**config.mk**
```make
export PLATFORM = sky130hd
export DESIGN_NAME = spi_peripheral
export DESIGN_NICKNAME = d
export VERILOG_FILES = /design/src/rtl/spi_peripheral_pkg.sv /design/src/rtl/spi_peripheral_sync_edge_detect.sv /design/src/rtl/spi_peripheral.sv
export SDC_FILE = /design/constraint.sdc
export NUM_CORES = 1
export LEC_CHECK = 0
export CAP_MARGIN = 0
export CORE_UTILIZATION = 53
export DETAILED_ROUTE_END_ITERATION = 7
export GPL_TIMING_DRIVEN = 1
export PLACE_DENSITY_LB_ADDON = 0.1
export SLEW_MARGIN = 20
export SYNTH_ARGS = -nofsm -noshare
export SYNTH_HDL_FRONTEND = slang
export SYNTH_SLANG_ARGS = --single-unit
```
**constraint.sdc**
```tcl
create_clock -name clk -period 2.8 [get_ports clk]
set_input_delay 0.42 -clock clk [delete_from_list [all_inputs] [get_ports clk]]
set_output_delay 0.42 -clock clk [all_outputs]
set_load 0.01 [all_outputs]
```
**src/rtl/spi_peripheral_pkg.sv**
```systemverilog
// ----------------------------------------------------------------------------
// spi_peripheral_pkg
// Shared definitions for the SPI register-load block: register addresses,
// frame geometry, bit-counter marks and the transaction FSM state type.
// ----------------------------------------------------------------------------
package spi_peripheral_pkg;

   // Register map
   localparam logic [6:0] ADDR_EN_OUT_LO = 7'h00;
   localparam logic [6:0] ADDR_EN_OUT_HI = 7'h01;
   localparam logic [6:0] ADDR_EN_PWM_LO = 7'h02;
   localparam logic [6:0] ADDR_EN_PWM_HI = 7'h03;
   localparam logic [6:0] ADDR_DUTY      = 7'h04;

   // Frame: R/W bit, 7-bit address, 8-bit data, MSB first
   localparam int FRAME_BITS = 16;

   // Bit-counter marks: a complete frame, and the saturating "too long" value
   localparam logic [4:0] CNT_FRAME    = 5'd16;
   localparam logic [4:0] CNT_OVERLONG = 5'd17;

   typedef enum logic [1:0] {
      IDLE   = 2'd0,
      SHIFT  = 2'd1,
      COMMIT = 2'd2
   } state_e;

endpackage

```
**src/rtl/spi_peripheral_sync_edge_detect.sv**
```systemverilog
// ----------------------------------------------------------------------------
// spi_peripheral_sync_edge_detect
// Brings one asynchronous pin into the clk domain through a STAGES-deep
// flop chain, then compares the last stage with one extra delay flop to
// produce single-cycle rise/fall strobes.
//
// Ports:
//   clk      system clock
//   rst      asynchronous active-high reset (chain loads RST_VAL)
//   d_i      asynchronous input pin
//   level_o  synchronised level
//   rise_o   one-cycle strobe on synchronised 0->1
//   fall_o   one-cycle strobe on synchronised 1->0
// ----------------------------------------------------------------------------
module spi_peripheral_sync_edge_detect #(
   parameter int   STAGES  = 2,     // metastability depth, 2 or more
   parameter logic RST_VAL = 1'b0   // idle level of the pin
) (
   input  logic clk,
   input  logic rst,
   input  logic d_i,
   output logic level_o,
   output logic rise_o,
   output logic fall_o
);

   logic [STAGES-1:0] sync_q;
   logic              dly_q;

   always_ff @(posedge clk or posedge rst) begin
      if (rst) begin
         sync_q <= {STAGES{RST_VAL}};
         dly_q  <= RST_VAL;
      end else begin
         // NOTE: non-blocking assignments let every stage sample its
         // predecessor's old value, so the chain really is STAGES flops deep.
         sync_q <= {sync_q[STAGES-2:0], d_i};
         dly_q  <= sync_q[STAGES-1];
      end
   end

   assign level_o = sync_q[STAGES-1];
   assign rise_o  =  sync_q[STAGES-1] & ~dly_q;
   assign fall_o  = ~sync_q[STAGES-1] &  dly_q;

endmodule

```
**src/rtl/spi_peripheral.sv**
```systemverilog
// ----------------------------------------------------------------------------
// spi_peripheral
// SPI mode-0, write-only target that loads the five PWM control registers.
// sclk/copi/ncs are oversampled in the clk domain; nothing runs on sclk.
// Frame (16 bits, MSB first): [15] write=1, [14:8] address, [7:0] data.
//
// Ports:
//   clk, rst            system clock, asynchronous active-high reset
//   sclk, copi, ncs     SPI pins, asynchronous to clk
//   en_reg_out_7_0      reg 0x00    en_reg_out_15_8   reg 0x01
//   en_reg_pwm_7_0      reg 0x02    en_reg_pwm_15_8   reg 0x03
//   pwm_duty_cycle      reg 0x04
//   txn_done            one-cycle pulse when a valid write commits
//   txn_error           one-cycle pulse when a frame is rejected
// ----------------------------------------------------------------------------
module spi_peripheral
   import spi_peripheral_pkg::*;
#(
   parameter int         SYNC_STAGES = 2,
   parameter logic [6:0] MAX_ADDR    = 7'h04
) (
   input  logic       clk,
   input  logic       rst,
   input  logic       sclk,
   input  logic       copi,
   input  logic       ncs,
   output logic [7:0] en_reg_out_7_0,
   output logic [7:0] en_reg_out_15_8,
   output logic [7:0] en_reg_pwm_7_0,
   output logic [7:0] en_reg_pwm_15_8,
   output logic [7:0] pwm_duty_cycle,
   output logic       txn_done,
   output logic       txn_error
);

   // ---------------------------------------------------------------- inputs
   logic sclk_rise, sclk_level_unused, sclk_fall_unused;
   logic ncs_level, ncs_rise, ncs_fall;
   logic copi_level, copi_rise_unused, copi_fall_unused;

   spi_peripheral_sync_edge_detect #(.STAGES(SYNC_STAGES), .RST_VAL(1'b0)) u_sync_sclk (
      .clk(clk), .rst(rst), .d_i(sclk),
      .level_o(sclk_level_unused), .rise_o(sclk_rise), .fall_o(sclk_fall_unused)
   );

   spi_peripheral_sync_edge_detect #(.STAGES(SYNC_STAGES), .RST_VAL(1'b1)) u_sync_ncs (
      .clk(clk), .rst(rst), .d_i(ncs),
      .level_o(ncs_level), .rise_o(ncs_rise), .fall_o(ncs_fall)
   );

   // Same depth as sclk, so copi is aligned with the sclk rising strobe.
   spi_peripheral_sync_edge_detect #(.STAGES(SYNC_STAGES), .RST_VAL(1'b0)) u_sync_copi (
      .clk(clk), .rst(rst), .d_i(copi),
      .level_o(copi_level), .rise_o(copi_rise_unused), .fall_o(copi_fall_unused)
   );

   // ----------------------------------------------------------------- state
   state_e                  state_q;
   logic [FRAME_BITS-1:0]   shift_q;
   logic [4:0]              cnt_q;
   logic [7:0]              out_lo_q, out_hi_q, pwm_lo_q, pwm_hi_q, duty_q;
   logic                    done_q, error_q;

   // --------------------------------------------------------- next values
   logic [FRAME_BITS-1:0]   shift_d;
   logic [4:0]              cnt_d;
   logic [6:0]              frame_addr;
   logic [7:0]              frame_data;
   logic                    write_ok;

   always_comb begin
      shift_d    = {shift_q[FRAME_BITS-2:0], copi_level};
      // Saturate so that any frame longer than 16 bits reads as overlong.
      cnt_d      = (cnt_q == CNT_OVERLONG) ? cnt_q : cnt_q + 5'd1;
      frame_addr = shift_q[14:8];
      frame_data = shift_q[7:0];
      write_ok   = (cnt_q == CNT_FRAME) && shift_q[15] && (frame_addr <= MAX_ADDR);
   end

   always_ff @(posedge clk or posedge rst) begin
      if (rst) begin
         state_q  <= IDLE;
         shift_q  <= '0;
         cnt_q    <= '0;
         // NOTE: the control registers drive the PWM block directly, so they
         // must come out of reset at a known (all-off) value.
         out_lo_q <= '0;
         out_hi_q <= '0;
         pwm_lo_q <= '0;
         pwm_hi_q <= '0;
         duty_q   <= '0;
         done_q   <= 1'b0;
         error_q  <= 1'b0;
      end else begin
         done_q  <= 1'b0;
         error_q <= 1'b0;

         case (state_q)
            IDLE: begin
               if (ncs_fall) begin
                  shift_q <= '0;
                  cnt_q   <= '0;
                  state_q <= SHIFT;
               end
            end

            SHIFT: begin
               // ncs rising takes priority over a coincident sclk edge.
               if (ncs_rise) begin
                  state_q <= COMMIT;
               end else if (sclk_rise && !ncs_level) begin
                  shift_q <= shift_d;
                  cnt_q   <= cnt_d;
               end
            end

            COMMIT: begin
               if (write_ok) begin
                  done_q <= 1'b1;
                  case (frame_addr)
                     ADDR_EN_OUT_LO: out_lo_q <= frame_data;
                     ADDR_EN_OUT_HI: out_hi_q <= frame_data;
                     ADDR_EN_PWM_LO: pwm_lo_q <= frame_data;
                     ADDR_EN_PWM_HI: pwm_hi_q <= frame_data;
                     ADDR_DUTY:      duty_q   <= frame_data;
                     default:        ;
                  endcase
               end else begin
                  error_q <= 1'b1;
               end
               state_q <= IDLE;
            end

            default: state_q <= IDLE;
         endcase
      end
   end

   assign en_reg_out_7_0  = out_lo_q;
   assign en_reg_out_15_8 = out_hi_q;
   assign en_reg_pwm_7_0  = pwm_lo_q;
   assign en_reg_pwm_15_8 = pwm_hi_q;
   assign pwm_duty_cycle  = duty_q;
   assign txn_done        = done_q;
   assign txn_error       = error_q;

endmodule

```
* Yosys cells after proc, flatten, opt, wreduce, memory -nomap -nowiden
Cells that the tools add are included.
Word-level totals: register bits after elaboration 73, bits of input ports 5, output and inout port bits 42, logic and storage cells 67
Operators by class: add/subtract/negate cells 1, order comparisons 1, equal/unequal tests 13, mux-type cells 16, bitwise operators 6, reductions and logical operators 15
Operators with widths (count):
- 16-bit two-way mux | 3
- 16-bit one-hot mux with 2 select lines | 1
- 5-bit two-way mux | 4
- 3-bit AND reduction | 5
- 7-bit by 2-bit equality test with 1-bit output (second input constant) | 2
- 5-bit equality test (second input constant) | 2
- 2-bit inequality test (second input constant) | 5
- 5-bit one-hot mux with 2 select lines | 1
- 7-bit by 1-bit equality test with 1-bit output (second input constant) | 1
- 7-bit by 3-bit equality test with 1-bit output (second input constant) | 1
- 7-bit by 3-bit less-or-equal comparator with 1-bit output (second input constant) | 1
- 7-bit logical NOT | 1
- 5-bit by 1-bit adder with 5-bit output (second input constant) | 1
- 5-bit AND reduction | 1
- 1-bit two-way mux | 4
- 2-bit two-way mux | 2
- 2-bit one-hot mux with 2 select lines | 1
- 4-bit AND reduction | 1
- 1-bit bitwise AND | 3
- 1-bit logical AND | 3
- 1-bit NOT | 3
- 2-bit by 1-bit equality test with 1-bit output (second input constant) | 1
- 2-bit equality test (second input constant) | 1
- 2-bit logical NOT | 1
- other kinds (3) | 3

* Logic depth before layout (Yosys ltp)
Gate-level depths: netlist of run 1.
depth in word-level cells 6, depth in mapped cells 5, gate-level depth less buffers 5

* Cells and area by module
A second synthesis of run 1 with hierarchy kept.
Unflattened totals: cells, all modules 239, area total of the unflattened synthesis 3093.0 um^2
By module, submodules not included:
- spi_peripheral | times used 1, cells each 221, area an instance 2807.7 um^2, seq. area each 1626.6 um^2
- spi_peripheral_sync_edge_detect at u_sync_copi ... | times used 2, cells each 6, area an instance 93.8 um^2, seq. area each 75.1 um^2
- spi_peripheral_sync_edge_detect at u_sync_ncs | times used 1, cells each 6, area an instance 97.6 um^2, seq. area each 78.8 um^2

* Worst setup path after synthesis of run 1
OpenSTA, ideal clock, no wires.
path type reg2reg, start point register cnt_q[0], end point register out_hi_q[0], in the netlist en_reg_out_15_8[0], library setup time 125 ps, arrival time 1542 ps, required time 2675 ps, setup slack 1133 ps, stages on the path, launching flop included 6, path buffers 0, cell sequence dfrtp_1 inv_1 ha_1 nor4bb_1 nand4_2 mux2_2
Between the ends: longest elaborated chain between the ends 4
Ends and longest elaborated chain:
- start: declaration | line spi_peripheral.sv:60 | logic [4:0] cnt_q;
- start signal: assignment | line spi_peripheral.sv:113 | cnt_q <= cnt_d;
- 5-bit equality test | line spi_peripheral.sv:77 | write_ok = (cnt_q == CNT_FRAME) && shift_q[15] && (frame_addr <= MAX_ADDR);
- 1-bit logical AND (2 in a row) | line spi_peripheral.sv:77
- 3-bit AND reduction (no line)
- end signal: assignment | line spi_peripheral.sv:122 | ADDR_EN_OUT_HI: out_hi_q <= frame_data;
- end: declaration | line spi_peripheral.sv:61 | logic [7:0] out_lo_q, out_hi_q, pwm_lo_q, pwm_hi_q, duty_q;
Every way passes these cells. A chain may end at the register's enable or synchronous reset.

* Final worst setup path of run 1
start point register cnt_q[0], end point register out_hi_q[1], in the netlist en_reg_out_15_8[1]
Same word-level chain as after synthesis.

==> results of run 1 <==
placed cells by master (no fill, tap or decap):
cell and n:
a211oi_1 1, a21boi_0 1, a21oi_1 1, and3b_1 1, and4b_1 1, buf_12 1
buf_4 1, clkbuf_8 10, clkdlybuf4s50_1 46, clkinv_2 1, clkinv_4 1, clkinvlp_4 4
dfrtp_1 70, dfstp_2 3, ha_1 3, inv_1 18, inv_2 1, mux2_2 40
mux2i_1 20, nand2_1 22, nand2b_1 2, nand3_1 1, nand3b_1 1, nand4_1 1
nand4_2 5, nand4bb_1 1, nor2_1 1, nor2_2 1, nor2b_1 2, nor3_1 2
nor3b_2 2, nor4b_1 2, nor4b_4 1, nor4bb_1 4, o21ai_0 2, o21bai_1 1
or4_1 1, or4b_2 1
sequential cells by signal (all words and copies together) (netlist names):
name and flops:
u_sync_sclk.dly_q 1, txn_done 1, u_sync_ncs.dly_q 1, cnt_q 5, pwm_duty_cycle 8, u_sync_ncs.sync_q 2, shift_q 16, en_reg_out_15_8 8
txn_error 1, u_sync_sclk.sync_q 2, en_reg_pwm_7_0 8, en_reg_pwm_15_8 8, state_q 2, u_sync_copi.sync_q 2, en_reg_out_7_0 8
worst max-delay path, delay by kind of cell, from the launching register on:
| kind | cells | cell delay [ns] |
|---|---|---|
| buffers and inverters | 1 | 0.08 |
| multiplexers | 1 | 0.41 |
| flip-flops | 1 | 0.46 |
| adder cells (fa/ha/maj) | 1 | 0.20 |
| AND/OR/NAND/NOR | 2 | 0.78 |
Yosys cell counts (2+ instances only):
master    instances
dfrtp_1          70
mux2_2           40
nand2_1          22
mux2i_1          20
inv_1            19
nand4_2           5
nor4bb_1          4
dfstp_2           3
ha_1              3
clkbuf_1          2
nand2b_1          2
nor2b_1           2
nor3_1            2
nor3b_2           2
nor4b_1           2
o21ai_0           2
stage by stage:
step | worst slack (ns) | util
2_1_floorplan | 0.5317 | -
3_3_place_gp | 0.7975 | 0.6480
3_5_place_dp | 0.7427 | 0.6480
4_1_cts | 0.7448 | 0.6810
5_1_grt | 0.6300 | 0.6810
6_report | 0.7458 | 0.6810
layer usage:
layer  GRT usage  wire length (microns)
met5           0                      0
met4      0.1019                     63
met3     0.05294                    232
met2      0.3319                   2709
met1      0.3010                   2725
final timing paths:
kind                       slack [ns]               endpoint
max reg2reg                      0.75     en_reg_out_15_8[1]
min                              0.35  u_sync_copi.sync_q[1]
min in group asynchronous        0.48             state_q[0]
min reg2reg                      0.35  u_sync_copi.sync_q[1]
max                              0.75     en_reg_out_15_8[1]
max in group asynchronous        2.00       u_sync_ncs.dly_q
final cells by class:
class,count,area [sq um],area share
Clock buffer,10,137.6,0.03670
Clock inverter,6,43.79,0.01168
Inverter,19,71.32,0.01902
Multi-Input combinational cell,121,1089,0.2903
Sequential cell,73,1831,0.4882
Tap cell,72,90.09,0.02402
Timing Repair Buffer,48,488.0,0.1301
kinds of logic (layout without fill, tap and decap cells):
family / count (synthesis) / after routing
AOI/OAI and AO/OA: 6 / 6
adders and majority gates: 3 / 3
muxes: 60 / 60
and+or+nand+nor: 52 / 52
DFF: 73 / 73
buffers and inverters: 23 / 83
power groups by stage:
| stage | Clock, mW | Sequential [mW] | Combinational, mW |
|---|---|---|---|
| 2_1_floorplan | 0 | 1.11 | 0.0819 |
| 3_3_place_gp | 0 | 1.12 | 0.103 |
| 3_5_place_dp | 0 | 1.12 | 0.106 |
| 4_1_cts | 0.765 | 1.10 | 0.106 |
| 5_1_grt | 0.809 | 1.11 | 0.118 |
| 6_report | 0.745 | 1.11 | 0.104 |
==> metrics.txt, run 1 <==
status=finished, final reports clean; pwr dens=roughly 520 nW/um^2; sequential group share of total power=0.566; initial antenna violation count=0; pin count of the biggest net entering global routing=74; WL per Instance=16.42 microns; Clock Path Buffers=2; reg2reg path depth=5; post-route ant nets=0; final setup vio count=0; combinational power share=0.053; Syn Std Cell Area=between 3000 and 4000 sq um; Seq/Total Area, Yosys=0.6081; Total Power=between 1.5 and 2 mW; synth warn=0; ys flop type=dfrtp_1; num ports=47; Critical Path Start=cnt_q[0]; net load switching power=~500 uW; Fmax=approximately 490 MHz; Initial Utilization=0.5467; DR vias/cell=between 5 and 6; final number of hold-violating endpoints=0; CP cell instances=inv_1, ha_1, nor4bb_1, nand4_2, mux2_2; worst hold stages=0; Routability Congestion=around 0.73; crit path capture type=flip-flop; Area Growth Syn to Fin=24.56%; vias in the first global route=1863; Tmin final=roughly 2.1 ns; multiplexer share of the synthesized area=0.2161; Post-synth EDFFs=0; TritonRoute pass-1 iters=4; Final #Nets=280; kind of critical path=reg -> reg; Leakage=1.705 nW; Synth area leaders=dfrtp_1 58%, mux2_2 15%, mux2i_1 6.7%, nand2_1 2.7%, dfstp_2 2.6%; hold buffer count at CTS=0; Startpoint Class=flip-flop; Net Sw Frac=0.2515; CTS tree=yes; HP Class=reg -> reg; via count=around 1800; Max-Cap Viols=0; Avg Cell Area, Syn=roughly 14 sq um; dpl cells=~330; worst endpoint data arrival time=between 2 and 2.5 ns; top-area cell type share of the netlist area=0.5819; post-synthesis sequential element count=73; Critical Path RT=3.03 ns; clock transition at the registers of the reported paths=roughly 0.080 ns; Chip Height=77.37 microns; final worst-path cycle share=0.7336; clock power share=0.381; Core ar.=roughly 5500 sq um; antenna fix cells=0; Post CTS Setup Buffer Count=0; clock sink count=73; ratio of cells with drive above 1 in the final layout=0.2599; drt drc=0; Core Rows=27; Die ar.=around 6000 sq um; final WL=5.731 mm; Compound-Gate Fraction of Synth Area=0.01247; Hold Path Origin=u_sync_copi.sync_q[0]; Post-Syn Nets=225; Area after DPL=~3600 sq um; final hold slack=0.3525 ns; Slew Limit Fails=0; Mapped Cells=around 220; 1st-iter DRT viols=between 50 and 60; CP max FO=8; Worst path max stage delay=around 0.46 ns; CP max stage cell=dfrtp_1; gr usage total=0.2199; cell area after layout=roughly 3700 sq um; reg-to-reg critical path startpoint=cnt_q[0]; Finished Layout Cells=about 350; Cell Int Power=around 1.5 mW; Post-Synth Adder-Cell Area=0.01247; fillers=around 420; Post-Synth XOR/XNOR Area=0; cts bufs inserted=9; Distinct cells, synth=33; Post-synth ARST share=1.000; first-pass GRT wire length=around 9.8 mm; RSZ-0062 raised after global routing=no; Tightest Pin Transition=roughly 0.5 ns; skew final=0.007619 ns; largest family of logic cells by synthesized area=multiplexers; setup_tns=0 ns; H-tree depth=3; detailed-placement wirelength estimate=~3.6 mm; die width=about 77 microns; simple-gate share of the synthesized area=0.1205; Clk Latency, worst-skew pair=roughly 0.34 ns; slew margin rel.=0.6644; maximum vdd drop=0.3584 mV; biggest area consumer among synthesized cells=dfrtp_1; PortBufs=46; total grt overflow=0; CTS Root Cell=clkbuf_8; cts repair resizes=0
(Power assumes the default switching activity.)
==> run 2: changes to the inputs <==
Settings changed: CORE_UTILIZATION 53 to 48.
Clock period 2.8 ns to 1.8 ns, I/O delays scaled along.
==> metrics.txt, run 2 (same netlist as run 1, synthesis figures left out) <==
status=finished, final reports clean; Core ar.=around 6000 sq um; commonest non-fill, non-tap cells in the layout=70 x dfrtp_1, 46 x clkdlybuf4s50_1, 40 x mux2_2; clock transition at the registers of the reported paths=around 0.080 ns; TritonRoute pass-1 iters=4; detailed-placement wirelength estimate=4.079 mm; setup_tns=0 ns; Critical Path RT=roughly 2.0 ns; reg2reg end=en_reg_pwm_7_0[1]; CTS tree=yes; reg2reg path depth=6; Worst path top cell family by delay=simple AND/OR/NAND/NOR gates; gr usage total=0.2042; CTS Root Cell=clkbuf_8; via count=~1900; Max-Cap Viols=0; drt drc=0; vias in the first global route=about 1900; skew final=0.01212 ns; post-route ant nets=0; num ports=between 40 and 50; Final #Nets=296; Area Growth Syn to Fin=31.84%; initial antenna violation count=0; CP max stage cell=dfrtp_1; Initial Utilization=0.5025; Die ar.=roughly 6600 sq um; Slew Limit Fails=0; final WL=6.057 mm; clock sink count=73; kind of critical path=reg -> reg; Startpoint Class=flip-flop; Chip Height=81.20 microns; final core occ=0.6625; first-pass GRT wire length=between 9 and 10 mm; maximum vdd drop=0.4681 mV; Total Power=about 3.4 mW; 1st-iter DRT viols=between 80 and 90; final setup vio count=0; ratio of cells with drive above 1 in the final layout=0.3038; Leakage=approximately 1.8 nW; commonest non-fill, non-tap cell in the layout=dfrtp_1; final hold slack=roughly 0.24 ns; Buf/Inv on CP=2; Tmin final=1.735 ns; fillers=456; CP cell instances=inv_1, ha_1, nor4bb_2, nand4_2, buf_4, mux2_2; DR vias/cell=a little over 5; H-tree depth=3; HP Class=in -> async; Worst path max stage delay=between 0.3 and 0.4 ns; hold buffer count at CTS=0; WL per Instance=roughly 16 microns; crit path capture type=flip-flop; Tightest Pin Transition=around 0.44 ns; die width=a little over 80 microns; Clk Latency, worst-skew pair=around 0.35 ns; CP max FO=5; reg-to-reg critical path startpoint=cnt_q[1]; sequential cell area=about 1800 sq um; final worst-path cycle share=0.9641; max reg flops=16; cts bufs inserted=9; Core Rows=28; Clock Path Buffers=2; antenna fix cells=0; pin count of the biggest net entering global routing=38; worst endpoint data arrival time=1.96 ns; Reg2Reg Setup Slack=approximately 0.065 ns; total grt overflow=0; slew margin rel.=0.7056; Routability Congestion=approximately 0.76; final number of hold-violating endpoints=0; Fmax=around 580 MHz; pwr dens=855.1 nW/um^2; register name with the most flops=shift_q; area of the multi-input gates=1116 sq um; PortBufs=46
==> run 2: repair_timing <==
action / 4_1_cts / 5_1_grt
setup buffers: 3 / 0
endpoints found under the hold margin: 0 / 0
pin swaps: 2 / 0
setup endpoints to repair: 7 / 17
resized for setup: 0 / 4
==> run 2: worst register-to-register path, stage by stage (launching register included) <==
cell and delay [ns]:
dfrtp_1 0.37, inv_1 0.08, ha_1 0.21, nor4bb_2 0.35, nand4_2 0.15, buf_4 0.20
mux2_2 0.27
==> run 2: worst max-delay path by stage <==
| stage | to | slack (ns) | cells after the start | startpoint |
|---|---|---|---|---|
| floorplan | en_reg_out_15_8[0] | 0.13 | 5 | cnt_q[0] |
| global placement | en_reg_pwm_7_0[7] | 0.05 | 5 | cnt_q[1] |
| detailed placement | en_reg_pwm_7_0[4] | -0.03 | 5 | cnt_q[1] |
| CTS | en_reg_out_7_0[6] | 0.06 | 6 | cnt_q[1] |
| global route | en_reg_pwm_15_8[0] | -0.05 | 4 | state_q[1] |
| finish | en_reg_pwm_7_0[1] | 0.06 | 6 | cnt_q[1] |
==> run 2: per-stage QoR <==
stage	cells	setup WS, ns	area (sq um)
floorplan	217	0.1335	3014
global route	368	-0.04725	3969
CTS	368	0.06153	3941
finish	368	0.06456	3969
global placement	349	0.04753	3686
detailed placement	349	-0.02781	3686
==> run 2: layout make-up <==
class / count / area share
Multi-Input combinational cell: 121 / 0.2812
Tap cell: 75 / 0.02364
Timing Repair Buffer: 64 / 0.1564
Clock inverter: 2 / 0.01513
Inverter: 19 / 0.01892
Clock buffer: 14 / 0.04351
Sequential cell: 73 / 0.4612
==> run 2: per-layer routing <==
layer / track usage / part of all wire
met5: 0 / 0
met4: 0.08036 / 0.012
met3: 0.06854 / 0.041
met2: 0.3092 / 0.47
met1: 0.2700 / 0.48
==> run 2: power by group <==
group,switching [mW],leakage [nW],internal (mW)
logic,0.110,0.710,0.0948
registers,0.0347,0.994,1.67
clock network,0.585,0.117,0.896
